===== config.mk =====
export PLATFORM = sky130hd
export DESIGN_NAME = writeback_unit
export DESIGN_NICKNAME = d
export VERILOG_FILES = /design/src/rtl/writeback_unit_pkg.sv /design/src/rtl/writeback_unit_load_align.sv /design/src/rtl/writeback_unit.sv
export SDC_FILE = /design/constraint.sdc
export NUM_CORES = 1
export LEC_CHECK = 0
export BUFFER_PORTS_ARGS = -buffer_cell sky130_fd_sc_hd__clkbuf_2
export CORE_MARGIN = 5
export CORE_UTILIZATION = 55
export CTS_CLUSTER_DIAMETER = 80
export DETAILED_ROUTE_END_ITERATION = 12
export HOLD_SLACK_MARGIN = 0.05
export PLACE_DENSITY = 0.83
export SLEW_MARGIN = 20
export SYNTH_ARGS = -nofsm -noshare
export SYNTH_HDL_FRONTEND = slang
export SYNTH_SLANG_ARGS = --single-unit

===== constraint.sdc =====
create_clock -name i_CLK -period 3.4 [get_ports i_CLK]
set_clock_uncertainty 0.05 [all_clocks]
set_input_delay 0.68 -clock i_CLK [delete_from_list [all_inputs] [get_ports i_CLK]]
set_output_delay 0.68 -clock i_CLK [all_outputs]
set_load 0.02 [all_outputs]

===== src/rtl/writeback_unit_pkg.sv =====
// Shared definitions for the writeback stage: load funct3 codes, exception
// cause codes, FSM state encoding and the load legality helpers.
package writeback_unit_pkg;

  localparam logic [2:0] F3_LB  = 3'b000;
  localparam logic [2:0] F3_LH  = 3'b001;
  localparam logic [2:0] F3_LW  = 3'b010;
  localparam logic [2:0] F3_LBU = 3'b100;
  localparam logic [2:0] F3_LHU = 3'b101;

  localparam logic [1:0] EXC_MISALIGN = 2'b01;
  localparam logic [1:0] EXC_BUS_TO   = 2'b10;
  localparam logic [1:0] EXC_ILLEGAL  = 2'b11;

  typedef enum logic {
    ST_IDLE     = 1'b0,
    ST_MEM_WAIT = 1'b1
  } wb_state_t;

  // Only the five load encodings above are legal.
  function automatic logic is_illegal_f3(input logic [2:0] f3);
    return !(f3 == F3_LB || f3 == F3_LH || f3 == F3_LW ||
             f3 == F3_LBU || f3 == F3_LHU);
  endfunction

  function automatic logic is_misaligned(input logic [2:0] f3, input logic [1:0] off);
    logic mis;
    mis = 1'b0;
    if ((f3 == F3_LH || f3 == F3_LHU) && off[0]) mis = 1'b1;
    if (f3 == F3_LW && off != 2'b00)             mis = 1'b1;
    return mis;
  endfunction

endpackage


===== src/rtl/writeback_unit_load_align.sv =====
// load_align: selects the byte/halfword/word addressed by a load out of the
// 32-bit memory word and sign- or zero-extends it.
//   rdata  : raw memory word
//   funct3 : load width/sign code
//   addr   : low two address bits (byte offset inside the word)
//   data   : extended 32-bit result (0 for non-load encodings)
module load_align
  import writeback_unit_pkg::*;
(
  input  logic [31:0] rdata,
  input  logic [2:0]  funct3,
  input  logic [1:0]  addr,
  output logic [31:0] data
);

  logic [7:0]  byte_sel;
  logic [15:0] half_sel;

  always_comb begin
    byte_sel = rdata[{addr, 3'b000} +: 8];
    half_sel = addr[1] ? rdata[31:16] : rdata[15:0];
    data     = '0;
    case (funct3)
      F3_LB:   data = {{24{byte_sel[7]}}, byte_sel};
      F3_LBU:  data = {24'd0, byte_sel};
      F3_LH:   data = {{16{half_sel[15]}}, half_sel};
      F3_LHU:  data = {16'd0, half_sel};
      F3_LW:   data = rdata;
      default: data = '0;
    endcase
  end

endmodule


===== src/rtl/writeback_unit.sv =====
// writeback_unit: final pipeline stage and sole driver of the regfile write
// port. ALU results retire one cycle after accept; loads issue a data-memory
// read, wait for ACK (bounded by TIMEOUT_CYCLES) and retire aligned data.
//   i_CLK, i_RSTn                    : clock, async active-low reset
//   i_EX_* / o_EX_READY              : instruction handshake from execute
//   o_MEM_REQ/o_MEM_ADDR, i_MEM_ACK/i_MEM_RDATA : data-memory read port
//   o_WE/o_RD_PTR/o_RD               : registered regfile write pulse
//   o_EXC/o_EXC_CAUSE                : one-cycle exception pulse and cause
module writeback_unit
  import writeback_unit_pkg::*;
#(
  parameter int TIMEOUT_CYCLES = 255
) (
  input  logic        i_CLK,
  input  logic        i_RSTn,
  input  logic        i_EX_VALID,
  output logic        o_EX_READY,
  input  logic        i_EX_RD_WE,
  input  logic [4:0]  i_EX_RD_PTR,
  input  logic [31:0] i_EX_RESULT,
  input  logic        i_EX_IS_LOAD,
  input  logic [2:0]  i_EX_FUNCT3,
  output logic        o_MEM_REQ,
  output logic [31:0] o_MEM_ADDR,
  input  logic        i_MEM_ACK,
  input  logic [31:0] i_MEM_RDATA,
  output logic        o_WE,
  output logic [4:0]  o_RD_PTR,
  output logic [31:0] o_RD,
  output logic        o_EXC,
  output logic [1:0]  o_EXC_CAUSE
);

  // Counter holds the number of REQ cycles already spent without ACK; the
  // abort fires in the TIMEOUT_CYCLES-th REQ cycle.
  localparam logic [15:0] TO_LAST = 16'(TIMEOUT_CYCLES - 1);

  wb_state_t   state;
  logic [15:0] to_cnt;
  logic [4:0]  ld_rd;
  logic        ld_we;
  logic [2:0]  ld_f3;
  logic [1:0]  ld_off;
  logic [31:0] aligned;

  assign o_EX_READY = (state == ST_IDLE);

  load_align u_align (
    .rdata  (i_MEM_RDATA),
    .funct3 (ld_f3),
    .addr   (ld_off),
    .data   (aligned)
  );

  always_ff @(posedge i_CLK or negedge i_RSTn) begin
    if (!i_RSTn) begin
      state       <= ST_IDLE;
      to_cnt      <= '0;
      ld_rd       <= '0;
      ld_we       <= 1'b0;
      ld_f3       <= '0;
      ld_off      <= '0;
      o_MEM_REQ   <= 1'b0;
      o_MEM_ADDR  <= '0;
      o_WE        <= 1'b0;
      o_RD_PTR    <= '0;
      o_RD        <= '0;
      o_EXC       <= 1'b0;
      o_EXC_CAUSE <= '0;
    end else begin
      // Pulses default low; o_RD_PTR/o_RD keep their last written value.
      o_WE        <= 1'b0;
      o_EXC       <= 1'b0;
      o_EXC_CAUSE <= '0;
      case (state)
        ST_IDLE: begin
          if (i_EX_VALID) begin
            if (!i_EX_IS_LOAD) begin
              if (i_EX_RD_WE && i_EX_RD_PTR != 5'd0) begin
                o_WE     <= 1'b1;
                o_RD_PTR <= i_EX_RD_PTR;
                o_RD     <= i_EX_RESULT;
              end
            end else if (is_illegal_f3(i_EX_FUNCT3)) begin
              o_EXC       <= 1'b1;
              o_EXC_CAUSE <= EXC_ILLEGAL;
            end else if (is_misaligned(i_EX_FUNCT3, i_EX_RESULT[1:0])) begin
              o_EXC       <= 1'b1;
              o_EXC_CAUSE <= EXC_MISALIGN;
            end else begin
              ld_rd      <= i_EX_RD_PTR;
              ld_we      <= i_EX_RD_WE;
              ld_f3      <= i_EX_FUNCT3;
              ld_off     <= i_EX_RESULT[1:0];
              o_MEM_REQ  <= 1'b1;
              o_MEM_ADDR <= {i_EX_RESULT[31:2], 2'b00};
              to_cnt     <= '0;
              state      <= ST_MEM_WAIT;
            end
          end
        end
        ST_MEM_WAIT: begin
          // ACK takes priority over a simultaneous timeout.
          if (i_MEM_ACK) begin
            o_MEM_REQ <= 1'b0;
            state     <= ST_IDLE;
            if (ld_we && ld_rd != 5'd0) begin
              o_WE     <= 1'b1;
              o_RD_PTR <= ld_rd;
              o_RD     <= aligned;
            end
          end else if (to_cnt == TO_LAST) begin
            o_MEM_REQ   <= 1'b0;
            o_EXC       <= 1'b1;
            o_EXC_CAUSE <= EXC_BUS_TO;
            state       <= ST_IDLE;
          end else begin
            to_cnt <= to_cnt + 16'd1;
          end
        end
        default: state <= ST_IDLE;
      endcase
    end
  end

endmodule


* Yosys cells after proc, flatten, opt, wreduce, memory -nomap -nowiden
Cells that the tools add are included.
Operators by class: shift operators 1, reductions and logical operators 18, eq/ne operators 20, $add $sub $neg 1, muxes and demuxes 61, bitwise operators 2
Operators by type and width (count):
- $mux 32 | 5
- $pmux 32 s5 | 1
- $mux 16 | 7
- $pmux 32 s2 | 1
- $pmux 16 s2 | 1
- $shiftx 32x6->8 | 1
- $mux 1 | 30
- $mux 5 | 5
- $add 16x1->16 const B | 1
- $eq 16x8->1 const B | 1
- $reduce_and 5->1 | 3
- $eq 3x3->1 const B | 4
- $ne 2x2->1 const B | 6
- $mux 2 | 5
- $pmux 5 s2 | 1
- $reduce_bool 5->1 | 2
- $ne 2x1->1 const B | 4
- $pmux 1 s2 | 4
- $eq 3x1->1 const B | 2
- $eq 3x2->1 const B | 2
- $logic_not 3->1 | 2
- $reduce_and 6->1 | 1
- $logic_or 1x1->1 | 5
- $logic_and 1x1->1 | 4
- other kinds (4) | 5
Word-level totals: output and inout port bits 75, word-level logic and storage cells 116, input port bits 78, register bits 100

* Depth between registers and ports, before layout
Gate-level depths: netlist (run 1).
depth in word-level cells 14, depth in mapped cells 9, depth with buffers taken out 7

* Hierarchy
Synthesis (run 1) repeated with hierarchy kept, for this count alone.
Unflattened totals: cells, all modules 523, area, all modules 5435.2 µm²
By module, submodules not included:
- writeback_unit | instances 1, sequential area each 2502.4 µm², cells an instance 414, area an instance 4623.2 µm²
- load_align | instances 1, sequential area each 0.0 µm², cells an instance 109, area an instance 812.0 µm²

* Least setup slack after synthesis (run 1)
OpenSTA, ideal clock, no wires.
kind input to register, start point input port i_EX_RD_PTR[3], end point register o_RD[7], buffers on the path 3, stages on the path 9, slack 1187 ps, arrival time 2038 ps, cell sequence or4_1 o21ai_1 o21a_1 buf_4 inv_2 buf_2 buf_6 nor2_1 a21oi_1
Between the ends: cells in the longest elaborated chain, start to end 4
RTL lines:
- from (decl) | line writeback_unit.sv:19 | input logic [4:0] i_EX_RD_PTR,
- $reduce_bool 5->1 | line writeback_unit.sv:79 | if (i_EX_RD_WE && i_EX_RD_PTR != 5'd0) begin
- $logic_and 1x1->1 | line writeback_unit.sv:79
- $ne 2x1->1 (no source line)
- $reduce_and 5->1 (no source line)
- to (signal assigned) | line writeback_unit.sv:82 | o_RD <= i_EX_RESULT;
- to (signal assigned) | line writeback_unit.sv:110 | o_RD <= aligned;
- to (decl) | line writeback_unit.sv:29 | output logic [31:0] o_RD,
No other way between the ends. A chain may end at the register's enable or synchronous reset.

* Final worst setup path (run 1)
start point register state, end point output port o_EX_READY
Between the ends: cells in the longest elaborated chain, start to end 1
RTL lines:
- from (decl) | line writeback_unit.sv:38 | wb_state_t state;
- from (signal assigned) | line writeback_unit.sv:57 | state <= ST_IDLE;
- from (signal assigned) | line writeback_unit.sv:98 | state <= ST_MEM_WAIT;
- from (signal assigned) | line writeback_unit.sv:106 | state <= ST_IDLE;
- $not 1->1 (no source line)
- to (decl) | line writeback_unit.sv:17 | output logic o_EX_READY,
No other way between the ends.

==> run metrics, run 1 <==
status=complete, no violations; vias in the first global route=4503; Detailed Routing Iterations Pass 1=7; max_slew headroom=34.51%; FMAX=slightly below 0.4 GHz; Hold/Removal Path Class=in -> async; largest family of logic cells by synthesized area=simple AND/OR/NAND/NOR gates; global route overflow=0; clk slew on worst S/H paths=100 ps; Setup crit start kind=flop; slowest stage delay, CP=600 ps; Peak supply drop=between 0.0002 and 0.0003 V; CTS root buf=clkbuf_8; most frequent cells in the layout=149 x clkbuf_2, 147 x nand2_1, 100 x dfrtp_1; Synth warnings=0; adder-cell area share of the yosys netlist=less than 1%; CP max FO=31; Worst-Skew Late Latency=~360 ps; Distinct cells, synth=53; flops & latches, synth=100; crit path time final=2566 ps; die area=10870 sq um; Chip Height=between 100 and 150 um; die width=104.3 um; CP required=about 2700 ps; layout cells sized above 1=between 20 and 30%; 1st-iter DRT viols=272; number of cells in the design after placement=just under 800; RSZ-0062 raised after global routing=no; XOR/XNOR Fraction of Synth Area=roughly 1.4%; Worst Path Arrival=1840 ps; largest net degree at the start of global routing=84; Mapped Cells=551; sequential area share after synthesis=51.22%; ys async rst share=100.0%; post-synthesis mux area share=3.560%; vias per cell=5.751; CTS buffer count=9; Leak=just under 0.003 uW; Top Ports=153; area of placed instances=between 5000 and 6000 sq um; H-tree Lvls=3; post-cts sizing count=0; Area growth, synth to finish=20.31%; post-route ant nets=0; post-CTS setup buffer count=0; maxcap violations=0; Mean Syn Cell Area=8.867 sq um; Top FF cell, synth=dfrtp_1; most common cell after layout, fill and taps aside=clkbuf_2; Layout Nets=765; GRT Total Usage=25.25%; Fin Hold WS=267.9 ps; Total Wirelength=13740 um; clock sinks=100; slew at the pin closest to its max-slew limit=just under 1000 ps; first-pass GRT wire length=around 23000 um; Setup Viol. Count Final=0; Placer Congestion=0.8879; period utilization=75.47%; Worst Setup End Kind=primary output; Core Area=8678 sq um; area of the mapped netlist=4886 sq um; final hold vios=0; Max Slew Vio Count=0; antenna fix cells=0; antenna violations before repair=0; setup_tns=0 ps; CP cell instances=inv_1 > buf_4 > clkbuf_2; Non-Filler Instances=796; number of synthesized flops with an enable pin=0; Port Buffers=150; Vias=4578; cts hold-fix bufs=0; Final Instance Area=5878 sq um; initial core utilization=between 50% and 60%; post-DP HPWL=slightly above 10000 um; placement row count=34; WL per Instance=around 17 um; Setup CP Type=reg -> out; Synth Area in Simple Gates=23.56%; Compound-Gate Fraction of Synth Area=15.70%; PwrDens=around 630 nW/um^2; slowest CP cell=dfrtp_1; CTS tree=done; clock buffer depth=2; DRC viols=0
-- cell type report --
type                       count  area, sq um
timing repair buffer         158        829.5
multi-input combinational    409         2205
clock inverter                 4        52.55
sequential                   100         2502
clock buffer                  10        127.6
tap                          108        135.1
inverter                       7        26.28
fill                         725         2800
-- cells by family after synthesis --
logic type / after synthesis
AO/OA/AOI/OAI: 124
other: 1
XOR/XNOR: 8
multiplexers: 15
flip-flops: 100
AND/OR/NAND/NOR: 258
buffers and inverters: 43
adder cells (fa/ha/maj): 2
-- synthesized netlist by cell type (2+ instances only) --
master / instances / area [sq um]
o21ai_0: 32 / 160.2
clkbuf_1: 22 / 82.58
a21oi_1: 54 / 270.3
and3_1: 8 / 50.05
nand2b_1: 4 / 25.02
a222oi_1: 7 / 70.07
or3_1: 3 / 18.77
nor3_1: 3 / 15.01
xnor2_1: 5 / 43.79
xor2_1: 3 / 26.28
or4_1: 3 / 22.52
dfrtp_1: 100 / 2502
and2_1: 17 / 106.4
inv_1: 6 / 22.52
nand3_1: 13 / 65.06
mux2_2: 9 / 101.4
buf_4: 3 / 22.52
nor2b_1: 3 / 18.77
o32ai_1: 2 / 17.52
buf_2: 10 / 50.05
mux2i_1: 5 / 50.05
o211ai_1: 6 / 45.04
or2_2: 5 / 31.28
nor4_1: 2 / 12.51
o221ai_1: 2 / 17.52
nand4_1: 5 / 31.28
a221o_1: 6 / 60.06
nor2_1: 39 / 146.4
ha_1: 2 / 25.02
nand2_1: 147 / 551.8
o21a_1: 3 / 22.52
-- registers in the layout, summed over array words and instances, names as in the netlist, 2 cells and up --
name,cells
ld_rd,5
ld_off,2
to_cnt,16
ld_f3,3
o_EXC_CAUSE,2
o_RD,32
o_MEM_ADDR,30
o_RD_PTR,5
-- worst max-delay path, delay by kind of cell, from the launching register on --
family / cells / cell delay [ps]
buffers and inverters: 3 / 860
flip-flops: 1 / 600
-- stage by stage --
step | total power, uW | utilization (%) | setup WS (ps)
detailed placement | 2978 | 65.61 | 748.5
global placement | 2922 | 65.61 | 802.1
finish | 3690 | 67.73 | 834.0
global route | 3901 | 67.73 | 733.8
floorplan | 2475 | - | 1187
CTS | 3703 | 67.69 | 880.5
-- metal layers --
layer	vias to the layer above	share of wire, %	GRT usage (%)	wire, um
li1	2159	-	-	-
met1	2184	41	32.48	5628
met2	216	50	43.49	6863
met3	19	7.2	5.028	990
met4	0	1.8	6.846	253
met5	-	0	0	0
-- path summary, 6_finish.rpt --
kind,slack [ps],end,cells past startpoint,start
min reg2reg,430,o_MEM_ADDR[12],2,o_MEM_ADDR[12]
min in group i_CLK,430,o_MEM_ADDR[12],2,o_MEM_ADDR[12]
max,830,o_EX_READY,3,state
max in group asynchronous,2290,o_RD[20],2,i_RSTn
max reg2reg,930,to_cnt[0],5,state
min,270,o_MEM_ADDR[24],1,i_RSTn
-- where the power goes --
| part | leakage, uW | total [uW] | switching (uW) | internal [uW] |
|---|---|---|---|---|
| sequential | 0.00124 | 1670 | 206 | 1470 |
| clock | 0.0000805 | 736 | 403 | 333 |
| combinational | 0.00160 | 1280 | 818 | 465 |
| total | 0.00292 | 3690 | 1430 | 2260 |
Note: power is estimated with default switching activity, not from simulation.
==> run 2: changes to the inputs <==
--- a/config.mk
+++ b/config.mk
@@ -5,13 +5,14 @@
 export SDC_FILE = /design/constraint.sdc
 export NUM_CORES = 1
 export LEC_CHECK = 0
+export ABC_AREA = 1
 export BUFFER_PORTS_ARGS = -buffer_cell sky130_fd_sc_hd__clkbuf_2
 export CORE_MARGIN = 5
-export CORE_UTILIZATION = 55
+export CORE_UTILIZATION = 53
 export CTS_CLUSTER_DIAMETER = 80
 export DETAILED_ROUTE_END_ITERATION = 12
 export HOLD_SLACK_MARGIN = 0.05
-export PLACE_DENSITY = 0.83
+export PLACE_DENSITY = 0.79
 export SLEW_MARGIN = 20
 export SYNTH_ARGS = -nofsm -noshare
 export SYNTH_HDL_FRONTEND = slang
==> constraint.sdc (replaced) <==
create_clock -name i_CLK -period 2.5 [get_ports i_CLK]
set_clock_uncertainty 0.05 [all_clocks]
set_input_delay 0.5 -clock i_CLK [delete_from_list [all_inputs] [get_ports i_CLK]]
set_output_delay 0.5 -clock i_CLK [all_outputs]
set_load 0.02 [all_outputs]
==> run 2 against run 1 <==
Flip-flop and latch count did not move. Via count is 17% higher. Sequential share of layout area fell by 3.8 points. Critical path type is now reg -> reg. First-iteration DRC count grew 47%. Area after synthesis grew 10%. Global-route usage is 0.24 points lower. Final cell count grew 29%.
==> run metrics, run 2 <==
status=complete, no violations; post-synth top area share=46.38% (-4.8 points); Area growth, synth to finish=19.71%; Setup crit start kind=flop; max reg flops=32 (unchanged); WL per Instance=14.74 um (-15%); RSZ-0062 raised after global routing=no; CTS tree=done; max_slew headroom=53.19% (+19 points); first-pass GRT wire length=25230 um (+12%); Total Wirelength=15110 um (+10%); Top Ports=153 (unchanged); antenna fix cells=0 (unchanged); cts hold-fix bufs=0 (unchanged); Leak=0.003374 uW (+16%); Placer Congestion=0.8588 (-3.3%); Sw Share=39.36% (+0.68 points); post-cts sizing count=0 (unchanged); crit path time final=1992 ps; Port Buffers=150 (unchanged); most numerous cell in the Yosys netlist=nand2_1; layout cells sized above 1=22.20% (-5.6 points); CTS root buf=clkbuf_8; clock power share=22.3% (+2.4 points); number of cells in the design after placement=1009 (+29%); setup_tns=0 ps (unchanged); Synth warnings=0 (unchanged); Largest Register=o_RD; Setup CP Type=reg -> reg; die area=12300 sq um (+13%); Post-synth top cells=261 x nand2_1, 100 x dfrtp_1, 92 x nor2_1; Core Area=9864 sq um (+14%); area leader, netlist=dfrtp_1; R2R cell count=6 (+1); flops & latches, synth=100 (unchanged); vias per cell=5.212 (-9.4%); Chip Height=110.9 um (+6.4%); most frequent cells in the layout=260 x nand2_1, 149 x clkbuf_2, 99 x dfrtp_1; die width=110.9 um (+6.4%); Hold/Removal Path Class=in -> async; sequential area share after synthesis=46.38% (-4.8 points); vias in the first global route=5107 (+13%); CP required=2740 ps (+70 ps); ys async rst share=100.0% (unchanged); slew at the pin closest to its max-slew limit=696.8 ps (-285.5 ps); post-CTS setup buffer count=0 (unchanged); reg-to-reg startpoint=state; Max Slew Vio Count=0 (unchanged); setup slack, reg-to-reg=510 ps (-420 ps); Layout Nets=967 (+26%); FMAX=0.5020 GHz; number of synthesized flops with an enable pin=0 (unchanged); Setup Viol. Count Final=0 (unchanged); 1st-iter DRT viols=400 (+47%); global route overflow=0 (unchanged); PwrDens=805.0 nW/um^2 (+28%); area of the mapped netlist=5395 sq um (+10%); period utilization=79.69%; biggest regs=o_RD (32), o_MEM_ADDR (30), to_cnt (16); placement row count=36 (+5.9%); Mean Syn Cell Area=7.165 sq um (-19%); antenna violations before repair=0 (unchanged); Gate power share=35.6% (+0.8 points); Worst-Skew Late Latency=370 ps (about the same); Worst Setup End Kind=flop; Vias=5342 (+17%); clock sinks=100 (unchanged); Distinct cells, synth=32 (-40%); Int Power=3153 uW (+39%); DRC viols=0 (unchanged); final hold vios=0 (unchanged); power share of the sequential group=42.2% (-3.1 points); Detailed Routing Iterations Pass 1=5 (-2); top area cells in the synthesized netlist=dfrtp_1 46%, nand2_1 18%, nor2_1 6.4%; most common cell after layout, fill and taps aside=nand2_1; post-DP HPWL=11250 um (+11%); Worst Path Arrival=2240 ps (+400 ps); CP max FO=28 (-9.7%); fillers=862 (+19%); CTS buffer count=9 (unchanged); post-route ant nets=0 (unchanged); Mapped Cells=753 (+37%); Non-Filler Instances=1025 (+29%); initial core utilization=54.69% (-1.6 points); Peak supply drop=0.0003605 V (+31%); largest net degree at the start of global routing=66 (-21%); Top FF cell, synth=dfrtp_1; clk slew on worst S/H paths=100 ps (about the same); GRT Total Usage=25.01% (-0.24 points); maxcap violations=0 (unchanged); r2r endpoint=o_RD[4]; clock buffer depth=2 (unchanged); NetSw=2047 uW (+43%); H-tree Lvls=3 (unchanged)
[run 2: cell count changes after synthesis, moves of 11 or more]
cell and delta:
a21oi_1 +11, and2_1 -16, inv_1 +41, nand2_1 +114, nand3_1 +36, nor2_1 +53
o21ai_0 -13, o21ai_1 +32
[run 2: power by group through the flow]
stage	clock [uW]	sequential [uW]	combinational, uW
finish	1160	2190	1850
floorplan	0	2550	848
global placement	0	2210	1820
detailed placement	0	2220	1850
global route	1250	2240	2050
CTS	1180	2190	1860
[run 2: worst max path at each step]
stage	from	endpoint	slack, ps
2_1_floorplan	i_EX_FUNCT3[2]	o_MEM_ADDR[10]	810
3_3_place_gp	i_EX_RD_WE	o_RD_PTR[1]	380
3_5_place_dp	i_EX_VALID	o_RD[4]	330
4_1_cts	state	o_RD_PTR[1]	490
5_1_grt	state	o_RD_PTR[3]	420
6_report	state	o_RD[4]	510
[run 2: per-layer routing]
layer | track usage [%] | wire length [um] | vias up
met5 | 0 | 0 | -
met4 | 9.688 | 412 | 0
met3 | 5.022 | 1007 | 31
met2 | 41.87 | 7468 | 180
met1 | 31.92 | 6218 | 2476
li1 | - | - | 2655
[run 2: critical path, stage by stage (launching register included)]
cell and delay (ps):
dfrtp_2 450, nor3_1 410, o21ai_2 130, nand2_2 450, buf_12 250, nor2_1 50, a21oi_1 130
[run 2: cell type report]
class / instances / area (sq um) / area share [%]
Sequential cell: 100 / 2504 / 38.76
Multi-Input combinational cell: 561 / 2500 / 38.71
Timing Repair Buffer: 162 / 868.3 / 13.44
Inverter: 53 / 198.9 / 3.080
Tap cell: 133 / 166.4 / 2.577
Clock buffer: 9 / 123.9 / 1.918
Clock inverter: 7 / 97.59 / 1.511
[run 2: kinds of logic (layout without fill, tap and decap cells)]
kind of cell,Yosys count,after routing,share of synthesized area (%)
and+or+nand+nor,419,419,31.40
AOI/OAI and AO/OA,128,128,12.62
DFF,100,100,46.38
buffers and inverters,93,231,7.444
xor gates and xnor gates,10,10,1.623
adders and majority gates,2,2,0.4637
other,1,2,0.06951
[run 2: through the flow]
step,power [uW],setup slack [ps],utilization (%),area (sq um),hold WS (ps)
after floorplan,3402,809.4,-,5399,154.4
after global placement,4031,379.5,63.23,6237,408.5
after detailed placement,4076,332.4,63.23,6237,415.9
after CTS,5232,488.8,65.47,6459,134.9
after global routing,5541,417.3,65.47,6459,152.2
final,5199,507.9,65.47,6459,112.7
==> run 3: changes to the inputs <==
--- a/config.mk
+++ b/config.mk
@@ -5,14 +5,14 @@
 export SDC_FILE = /design/constraint.sdc
 export NUM_CORES = 1
 export LEC_CHECK = 0
-export ABC_AREA = 1
+export ABC_AREA = 0
 export BUFFER_PORTS_ARGS = -buffer_cell sky130_fd_sc_hd__clkbuf_2
 export CORE_MARGIN = 5
-export CORE_UTILIZATION = 53
+export CORE_UTILIZATION = 51
 export CTS_CLUSTER_DIAMETER = 80
 export DETAILED_ROUTE_END_ITERATION = 12
 export HOLD_SLACK_MARGIN = 0.05
-export PLACE_DENSITY = 0.79
+export PLACE_DENSITY = 0.78
 export SLEW_MARGIN = 20
 export SYNTH_ARGS = -nofsm -noshare
 export SYNTH_HDL_FRONTEND = slang
==> constraint.sdc (replaced) <==
create_clock -name i_CLK -period 2 [get_ports i_CLK]
set_clock_uncertainty 0.05 [all_clocks]
set_input_delay 0.4 -clock i_CLK [delete_from_list [all_inputs] [get_ports i_CLK]]
set_output_delay 0.4 -clock i_CLK [all_outputs]
set_load 0.02 [all_outputs]
==> run 3 against run 2 <==
Worst hold slack better by 78 ps. Via count fell by 12%. Final cell count down 18%. Register-to-register slack worse by 440 ps. Largest cell class unchanged.
==> run metrics, run 3 (same netlist as run 1, synthesis figures left out) <==
met2 Track Usage GR=42.41% (+0.54 points); slowest stage delay, CP=390 ps (-60 ps); antenna violations before repair=0 (unchanged); initial core utilization=52.63% (-2.1 points); Core Area=9284 sq um (-5.9%); clock sinks=100 (unchanged); Area growth, synth to finish=27.30%; number of cells in the design after placement=825 (-18%); layout cells sized above 1=32.12% (+9.9 points); area of placed instances=5936 sq um (-4.8%); Placer Congestion=0.9213 (+7.3%); slowest CP cell=dfrtp_1; period utilization=a little over nine tenths; Total Wirelength=14320 um (-5.2%); placement row count=35 (-2.8%); global route overflow=0 (unchanged); die area=11640 sq um (-5.4%); status=complete, no violations; biggest regs=o_RD (32), o_MEM_ADDR (30), to_cnt (16); Leak=0.003076 uW (-8.8%); most common cell after layout, fill and taps aside=clkbuf_2; RSZ-0062 raised after global routing=yes; max_slew headroom=63.24% (+10 points); Chip Height=107.9 um (-2.7%); WL per Instance=16.95 um (+15%); slew at the pin closest to its max-slew limit=543.9 ps (-152.9 ps); Hold Path Depth=3; dpl ws=-212.7 ps (-545.1 ps); FMAX=slightly above 0.5 GHz; CTS buffer count=9 (unchanged); Worst Path Arrival=1490 ps (-750 ps); global routing's busiest layer=met2; hold path start=i_EX_RESULT[29]; Top Ports=153 (unchanged); Peak supply drop=0.0004274 V (+19%); CTS tree=done; CP cell instances=buf_4 > inv_1 > buf_4 > clkbuf_2; Final WS setup=56.98 ps (-450.9 ps); final hold vios=0 (unchanged); Worst Hold Endpoint=o_MEM_ADDR[29]; 1st-iter DRT viols=205 (-49%); maxcap violations=0 (unchanged); setup_tns=0 ps (unchanged); post-DP HPWL=11030 um (-2.0%); most frequent cells in the layout=149 x clkbuf_2, 146 x nand2_1, 99 x dfrtp_1; R2R cell count=6 (unchanged); CTS root buf=clkbuf_8; Setup Viol. Count Final=0 (unchanged); GRT Total Usage=24.85% (-0.16 points); H-tree Lvls=3 (unchanged); post-route ant nets=0 (unchanged); Detailed Routing Iterations Pass 1=6 (+1); vias in the first global route=4616 (-9.6%); r2r endpoint=o_RD[9]; first-pass GRT wire length=22840 um (-9.5%); setup slack, reg-to-reg=70 ps (-440 ps); clk slew on worst S/H paths=100 ps (about the same); clock buffer depth=2 (unchanged); Largest Register=o_RD; Hold/Removal Path Class=in -> reg; Port Buffers=150 (unchanged); reg-to-reg startpoint=ld_rd[3]; max reg flops=32 (unchanged); CP max FO=15 (-46%); die width=107.9 um (-2.7%); Worst Setup End Kind=primary output; Layout Nets=791 (-18%); PwrDens=1022 nW/um^2 (+27%); M3 GR Usage=4.619% (-0.40 points); DRC viols=0 (unchanged); Final Instance Area=6220 sq um (-3.7%); Max Slew Vio Count=0 (unchanged); crit path time final=1943 ps; Worst-Skew Late Latency=360 ps (about the same); vias per cell=5.547 (+6.4%); largest net degree at the start of global routing=41 (-38%); Vias=4687 (-12%); met1 GRT Util=31.60% (-0.33 points); Setup CP Type=reg -> out; most used cell, CP=buf_4; antenna fix cells=0 (unchanged); CP required=1550 ps (-1190 ps); Non-Filler Instances=845 (-18%); Setup crit start kind=flop
==> run 3: cell count changes in the layout (fill, tap and decap cells not counted), moves of 11 or more <==
cell / before / now
o21ai_0: 19 / 32
a21oi_1: 65 / 54
inv_1: 47 / 6
nand3_1: 49 / 12
and2_1: 1 / 17
buf_4: 11 / 26
o21ai_1: 33 / 1
nand2_1: 260 / 146
nor2_1: 91 / 39
==> run 3: report_power, final <==
part | internal [uW] | switching [uW]
clock network | 493 | 702
logic | 893 | 1450
registers | 2490 | 328
==> run 3: timing repair <==
action                                  CTS  global route
endpoints found under the setup margin    6            34
endpoints found under the hold margin    25             0
gates resized for setup                   1            16
setup buffers                             0             3
pin swaps                                 0             3
hold buffers                              1             0
==> run 3: how the worst max path moves through the flow <==
stage | start | end | slack (ps) | cells after the start
floorplan | i_EX_RD_PTR[3] | o_RD[7] | 70 | 9
global placement | i_EX_RD_PTR[3] | o_RD[9] | -180 | 7
detailed placement | i_EX_RD_PTR[3] | o_RD[9] | -210 | 7
CTS | state | o_RD[9] | 8 | 6
global route | ld_rd[3] | o_RD[9] | -20 | 6
finish | state | o_EX_READY | 60 | 4
==> run 3: cell type report <==
class / instances / area [sq um]
clock inverters: 5 / 36.28
clock buffers: 11 / 141.4
well taps: 129 / 161.4
inverters: 7 / 28.78
multi-input cells: 409 / 2263
repair buffers: 184 / 1085
fillers: 796 / 3064
flip-flops and latches: 100 / 2504
==> run 3: worst max-delay path, delay by kind of cell, from the launching register on <==
kind,cells,cell delay [ps]
DFF,1,390
buffers and inverters,4,730
==> run 3: layer usage <==
metal	vias to the layer above	wire (um)
met5	-	0
met1	2264	6015
met2	183	6987
met3	31	973
met4	0	347
li1	2209	-
==> run 3: through the flow <==
stage / hold WS (ps) / power, uW / util [%]
global route: 182.5 / 6744 / 66.99
CTS: 177.9 / 6337 / 65.97
floorplan: 54.41 / 4208 / -
finish: 190.5 / 6355 / 66.99
global placement: 298.8 / 5063 / 63.94
detailed placement: 304.8 / 5153 / 63.94
